**src/rtl/hv_ngram_enc.sv**
```systemverilog
// rtl/hv_ngram_enc.sv - hypervector n-gram encoder with item memory and majority bundling
module hv_ngram_enc #(
  parameter  int DIM      = 32,
  parameter  int N_MAX    = 4,
  parameter  int IM_DEPTH = 128,
  parameter  int CNT_W    = 8,
  localparam int AW       = $clog2(IM_DEPTH),
  localparam int NW       = $clog2(N_MAX) + 1
) (
  input  logic           clk,
  input  logic           rst,
  input  logic [NW-1:0]  cfg_n,
  input  logic           im_we,
  input  logic [AW-1:0]  im_addr,
  input  logic [DIM-1:0] im_wdata,
  input  logic           s_valid,
  output logic           s_ready,
  input  logic [AW-1:0]  s_data,
  input  logic           s_last,
  output logic           m_valid,
  input  logic           m_ready,
  output logic [DIM-1:0] m_data,
  output logic           m_err,
  output logic           busy
);

  typedef enum logic [1:0] {IDLE, ACC, THRESH, OUT} state_t;

  state_t           state, state_nx;
  logic             s_hs;
  logic             last_seen;
  logic             rec_done;
  logic [DIM-1:0]   mem [IM_DEPTH];
  logic [DIM-1:0]   rd_data;
  logic             v1, l1, v2, l2;
  logic [DIM-1:0]   hist [N_MAX];
  logic [NW-1:0]    hist_cnt;
  logic [NW-1:0]    n_reg;
  logic [NW-1:0]    n_clamp;
  logic [CNT_W-1:0] cnt [DIM];
  logic [15:0]      ngram_cnt;
  logic [DIM-1:0]   ngram;
  logic [DIM-1:0]   rot_v;
  logic             ngram_fire;
  logic [DIM-1:0]   thresh;

  assign s_hs       = s_valid & s_ready;
  assign s_ready    = (state == IDLE) || ((state == ACC) && !last_seen);
  assign m_valid    = (state == OUT);
  assign busy       = (state != IDLE);
  assign rec_done   = (state == OUT) && m_ready;
  assign ngram_fire = v2 && (hist_cnt >= n_reg);

  // State register
  always_ff @(posedge clk) begin
    if (rst) state <= IDLE;
    else     state <= state_nx;
  end

  // Next-state: record closes once the last symbol's n-gram has been counted
  always_comb begin
    state_nx = state;
    case (state)
      IDLE:    if (s_hs) state_nx = ACC;
      ACC:     if (v2 && l2) state_nx = THRESH;
      THRESH:  state_nx = OUT;
      OUT:     if (m_ready) state_nx = IDLE;
      default: state_nx = IDLE;
    endcase
  end

  // Clamp requested n-gram length into 1..N_MAX
  always_comb begin
    n_clamp = cfg_n;
    if (cfg_n == '0)               n_clamp = NW'(1);
    else if (cfg_n > NW'(N_MAX))   n_clamp = NW'(N_MAX);
  end

  // Item memory: writes only while idle; read-before-write on the same edge
  always_ff @(posedge clk) begin
    if (im_we && (state == IDLE)) mem[im_addr] <= im_wdata;
    if (s_hs) rd_data <= mem[s_data];
  end

  // n-gram: XOR of history entries, entry k rotated left k times
  always_comb begin
    ngram = '0;
    rot_v = '0;
    for (int k = 0; k < N_MAX; k++) begin
      rot_v = hist[k];
      for (int j = 0; j < k; j++) rot_v = {rot_v[DIM-2:0], rot_v[DIM-1]};
      if (NW'(k) < n_reg) ngram = ngram ^ rot_v;
    end
  end

  // Majority threshold; ties resolve to 0
  always_comb begin
    thresh = '0;
    for (int i = 0; i < DIM; i++)
      thresh[i] = (17'({cnt[i], 1'b0}) > {1'b0, ngram_cnt});
  end

  // Symbol pipeline, history shift and saturating bundle counters
  always_ff @(posedge clk) begin
    if (rst || rec_done) begin
      v1        <= 1'b0;
      l1        <= 1'b0;
      v2        <= 1'b0;
      l2        <= 1'b0;
      last_seen <= 1'b0;
      hist_cnt  <= '0;
      ngram_cnt <= '0;
      for (int k = 0; k < N_MAX; k++) hist[k] <= '0;
      for (int i = 0; i < DIM; i++) cnt[i] <= '0;
      if (rst) n_reg <= NW'(1);
    end else begin
      v1 <= s_hs;
      l1 <= s_hs & s_last;
      v2 <= v1;
      l2 <= l1;
      if (s_hs && (state == IDLE)) n_reg <= n_clamp;
      if (s_hs && s_last) last_seen <= 1'b1;
      if (v1) begin
        hist[0] <= rd_data;
        for (int k = 1; k < N_MAX; k++) hist[k] <= hist[k-1];
        if (hist_cnt != NW'(N_MAX)) hist_cnt <= hist_cnt + NW'(1);
      end
      if (ngram_fire) begin
        for (int i = 0; i < DIM; i++)
          if (ngram[i] && (cnt[i] != '1)) cnt[i] <= cnt[i] + CNT_W'(1);
        if (ngram_cnt != 16'hFFFF) ngram_cnt <= ngram_cnt + 16'd1;
      end
    end
  end

  // Result register, loaded once in THRESH and held through OUT
  always_ff @(posedge clk) begin
    if (rst) begin
      m_data <= '0;
      m_err  <= 1'b0;
    end else if (state == THRESH) begin
      m_data <= (ngram_cnt == 16'd0) ? '0 : thresh;
      m_err  <= (ngram_cnt == 16'd0);
    end
  end

endmodule

```
**config.mk**
```make
export PLATFORM = sky130hd
export DESIGN_NAME = hv_ngram_enc
export DESIGN_NICKNAME = d
export VERILOG_FILES = /design/src/rtl/hv_ngram_enc.sv
export SDC_FILE = /design/constraint.sdc
export NUM_CORES = 2
export LEC_CHECK = 0
export CORE_UTILIZATION = 25
export CTS_CLUSTER_SIZE = 24
export DETAILED_ROUTE_END_ITERATION = 6
export HOLD_SLACK_MARGIN = 0.15
export SLEW_MARGIN = 20
export SYNTH_ARGS = -nofsm -noshare
export SYNTH_HDL_FRONTEND = slang
export SYNTH_MEMORY_MAX_BITS = 65536
export SYNTH_SLANG_ARGS = --single-unit
```
**constraint.sdc**
```tcl
create_clock -name clk -period 6.1 [get_ports clk]
set_clock_uncertainty 0.2 [all_clocks]
set_input_delay 0.915 -clock clk [delete_from_list [all_inputs] [get_ports clk]]
set_output_delay 0.915 -clock clk [all_outputs]
set_load 0.005 [all_outputs]
```
==> summary.txt <==
std cell rows = 314
total CTS buffers = 435
Clk Tree Root Cell = sky130_fd_sc_hd__clkbuf_16
result of the run = completed
Critical Path Start Type = input port
overall track demand over capacity in global routing = 13.1%
number of flops mapped to enable cells by yosys = 4515
required arrival time at the worst endpoint = 6.53 ns
post-detailed-route via-to-cell ratio = 4.75
total DRC errors in the routed layout = 0
end point of the critical path = rd_data[23]
TritonCTS clock tree = done
max reg flops = 4096
register with the highest flop count = mem
cell taking the most area after synthesis = sky130_fd_sc_hd__edfxtp_1
cells along the critical path = clkdlybuf4s50_1 > buf_4 > and2_4 > nor2b_4 > buf_12 > a22oi_1 > nand4_1 > a22oi_1 > or4b_1
most used flip-flop cell after synthesis = sky130_fd_sc_hd__edfxtp_1
transition at the pin with the smallest max-transition slack = 1.30 ns
final wirelength = 507 mm
worst slack at placement = -0.108 ns
area of the die = 0.740 mm^2
worst reg2reg setup slack = 1.56 ns
adder and majority cell fraction of the synthesized area = 2.05%
fraction of the mapped netlist area in simple logic gates = 4.20%
Horiz. Die Dim = 860 um
xor and xnor fraction of the mapped netlist area = 1.20%
class of the tightest hold or removal check = input port to register
share of the synthesized area in compound gates (AO/OA/AOI/OAI) = 4.77%
share of synthesized registers carrying an async set or reset = 0%
nets@finish = 10.7k
GRT Residual Overflow = 0
length in cells of the worst reg-to-reg path = 8
largest registers = mem x4096, cnt x256, hist x128
# Post-CTS Setup Buffers = 0
footprint of the multi-input gates = 0.0458 mm^2
number of levels the H-tree was split into = 5
Synth Register Bits = 4574
pin count of the biggest net entering global routing = 134
drt first pass iters = 7
half-perimeter wire length of the detailed placement result = 304 mm
Critical Path Slowest Stage Cell = sky130_fd_sc_hd__a22oi_1
Crit path largest cell delay = 0.95 ns
peak supply drop = 0.258 mV
Cell variety after synth = 54
post-synth top area share = 73.6%
leakage power = 68.5 nW
die boundary height = 860 um
synthesized instance count = 9954
worst slew margin relative to its limit = 13.2%
Worst R2R Start = state[1]
Most Frequent Cell on Critical Path = sky130_fd_sc_hd__a22oi_1
via count of the first global-routing pass = 95.6k
reported max-cap violation count = 0
average routed wire per standard cell = 24.6 um
final number of hold-violating endpoints = 0
insertion delay of the later-clocked pin in the worst-skew pair = 1.08 ns
mean area per synthesized cell = 18.5 um^2
FILL cells = 71.7k
Tmin final = 5.32 ns
critical register-to-register path endpoint = mem[72][12]
CP startpoint = s_data[4]
portion of the post-synthesis area used by sequential elements = 74.3%
initial antenna violation count = 69
power per cell area = 316 mW/mm^2
Critical Setup Path Class = input port to register
setup repair after global routing missed its margin = false
number of buffers inserted by port buffering = 90
Critical Path AT = 5.74 ns
wire length of the first global-routing pass = 715 mm
final sum of negative setup slack = 0 ns
area taken by flip-flops and latches = 0.137 mm^2
synth-to-layout area growth = 16.3%
final setup vio count = 0
clock-pin slew of the registers on the worst-case setup and hold paths = 0.06 ns
share of the clock period used by the worst path = 87.2%
post-synthesis instance area = 0.184 mm^2
top achievable clock speed = 188 MHz
Boundary Pins = 91
via count = 98.0k
Clock Path Buffers = 4
final weighted congestion in routability-driven placement = 0.809
top area cells in the synthesized netlist = sky130_fd_sc_hd__edfxtp_1 (74%), sky130_fd_sc_hd__mux4_2 (7.8%), sky130_fd_sc_hd__mux2i_1 (4.2%), sky130_fd_sc_hd__a22oi_1 (2.5%), sky130_fd_sc_hd__ha_1 (2.1%)
proportion of layout cells with a drive suffix above 1 = 17.7%
CTS sink cnt = 4574
synthesized net count = 10.3k
combinational family with the most area after synthesis = multiplexers
number of violations reported at the end of detailed-routing iteration 0 = 11.0k
peak fanout along the critical path = 43
share of cell area taken by muxes after synthesis = 12.0%
count of nets left with antenna violations after detail routing = 0
fin worst setup slack = 0.783 ns
Synth warnings = 0
Core Footprint = 0.732 mm^2
starting density of the core = 25.1%
final-report max-slew violation count = 0
kind of end point of the critical path = register
layout make-up:
class,instances,area share [%]
diodes,77,0.0900
clock buffers,528,5.31
inverters,49,0.0859
multi-input cells,4792,21.4
clock inverters,272,1.26
flip-flops and latches,4574,63.9
repair buffers,538,2.30
well taps,9796,5.72
power breakdown:
part / switching, mW / internal, mW / total, mW
Clock: 12.1 / 14.8 / 26.9
Combinational: 3.33 / 1.67 / 5.01
Sequential: 0.529 / 35.2 / 35.7
cell usage after synthesis, drive strengths merged, types with 6 or more instances:
cell	n
and3	223
o31ai	28
or4b	32
o311ai	24
nand3	240
o22ai	6
clkbuf	282
nor2b	28
and2	38
nand4	168
or2	7
o21ai	125
o41ai	8
edfxtp	4515
xor2	122
a221oi	64
mux2i	769
a22oi	616
mux4	640
or3	16
o211ai	12
nor3	57
buf	257
a21boi	6
a21o	91
or4	17
xnor2	131
a21oi	280
ha	302
nor3b	10
dfxtp	59
a31o	9
nand2	282
inv	49
nor2	399
a31oi	6
worst min-delay path by stage:
stage                      start            to  cells after the start
floorplan                     l1            l2                      1
global placement              l1            l2                      1
detailed placement            l1            l2                      1
CTS                 im_wdata[30]  mem[111][30]                      1
global route        im_wdata[30]  mem[111][30]                      1
finish              im_wdata[30]  mem[111][30]                      1
critical path: cells and delay by family:
kind            cells  cell delay [ns]
compound gates      2             1.47
simple gates        4             1.68
buf+inv             3             1.53
placed cells by master (no fill, tap or decap), drive strengths merged, types with 11 or more instances in the layout:
| cell | Yosys | routed |
|---|---|---|
| nand2 | 282 | 282 |
| o21ai | 125 | 125 |
| nor2 | 399 | 399 |
| bufinv | 0 | 34 |
| nor3 | 57 | 57 |
| or4 | 17 | 17 |
| inv | 49 | 59 |
| o31ai | 28 | 28 |
| xor2 | 122 | 122 |
| mux4 | 640 | 640 |
| dfxtp | 59 | 59 |
| clkdlybuf4s50 | 0 | 56 |
| o311ai | 24 | 24 |
| a221oi | 64 | 64 |
| clkbuf | 282 | 528 |
| diode | 0 | 77 |
| nor2b | 28 | 28 |
| or4b | 32 | 32 |
| edfxtp | 4515 | 4515 |
| a22oi | 616 | 616 |
| nand4 | 168 | 168 |
| clkinvlp | 0 | 12 |
| a21oi | 280 | 280 |
| clkinv | 0 | 216 |
| and3 | 223 | 223 |
| a21o | 91 | 91 |
| mux2i | 769 | 769 |
| ha | 302 | 302 |
| o211ai | 12 | 12 |
| xnor2 | 131 | 131 |
| or3 | 16 | 16 |
| and2 | 38 | 38 |
| buf | 257 | 471 |
| dlygate4sd3 | 0 | 11 |
| nand3 | 240 | 240 |
stage by stage:
stage / hold slack, ns / cells / util (%) / area (um^2) / power (mW)
global route: 0.201 / 20600 / 29.2 / 214000 / 69.6
CTS: 0.163 / 20500 / 29.2 / 214000 / 68.1
floorplan: 0.206 / 9954 / - / 184000 / 39.0
finish: 0.199 / 20600 / 29.2 / 214000 / 67.6
detailed placement: 0.221 / 19700 / 27.3 / 200000 / 41.4
global placement: 0.214 / 19700 / 27.3 / 200000 / 41.3
kinds of logic after synthesis:
family / Yosys count
simple gates: 1539
xor+xnor: 253
mux: 1410
buf+inv: 588
fa+ha+maj: 302
compound gates: 1288
flops: 4574
per-layer routing:
layer  GRT usage, %  vias to the layer above  wire length, um
met5              0                        -               81
met4           4.09                       12            15900
met3           2.33                      696            40300
met2           21.3                     3912           239000
met1           17.9                    51700           212000
li1               -                    41700                -
what timing repair did:
item,in CTS,in global routing
hold endpoints to repair,172,15
hold buffers,10,1
resized for setup,0,0
No activity file was read; power rests on OpenSTA's default activity.
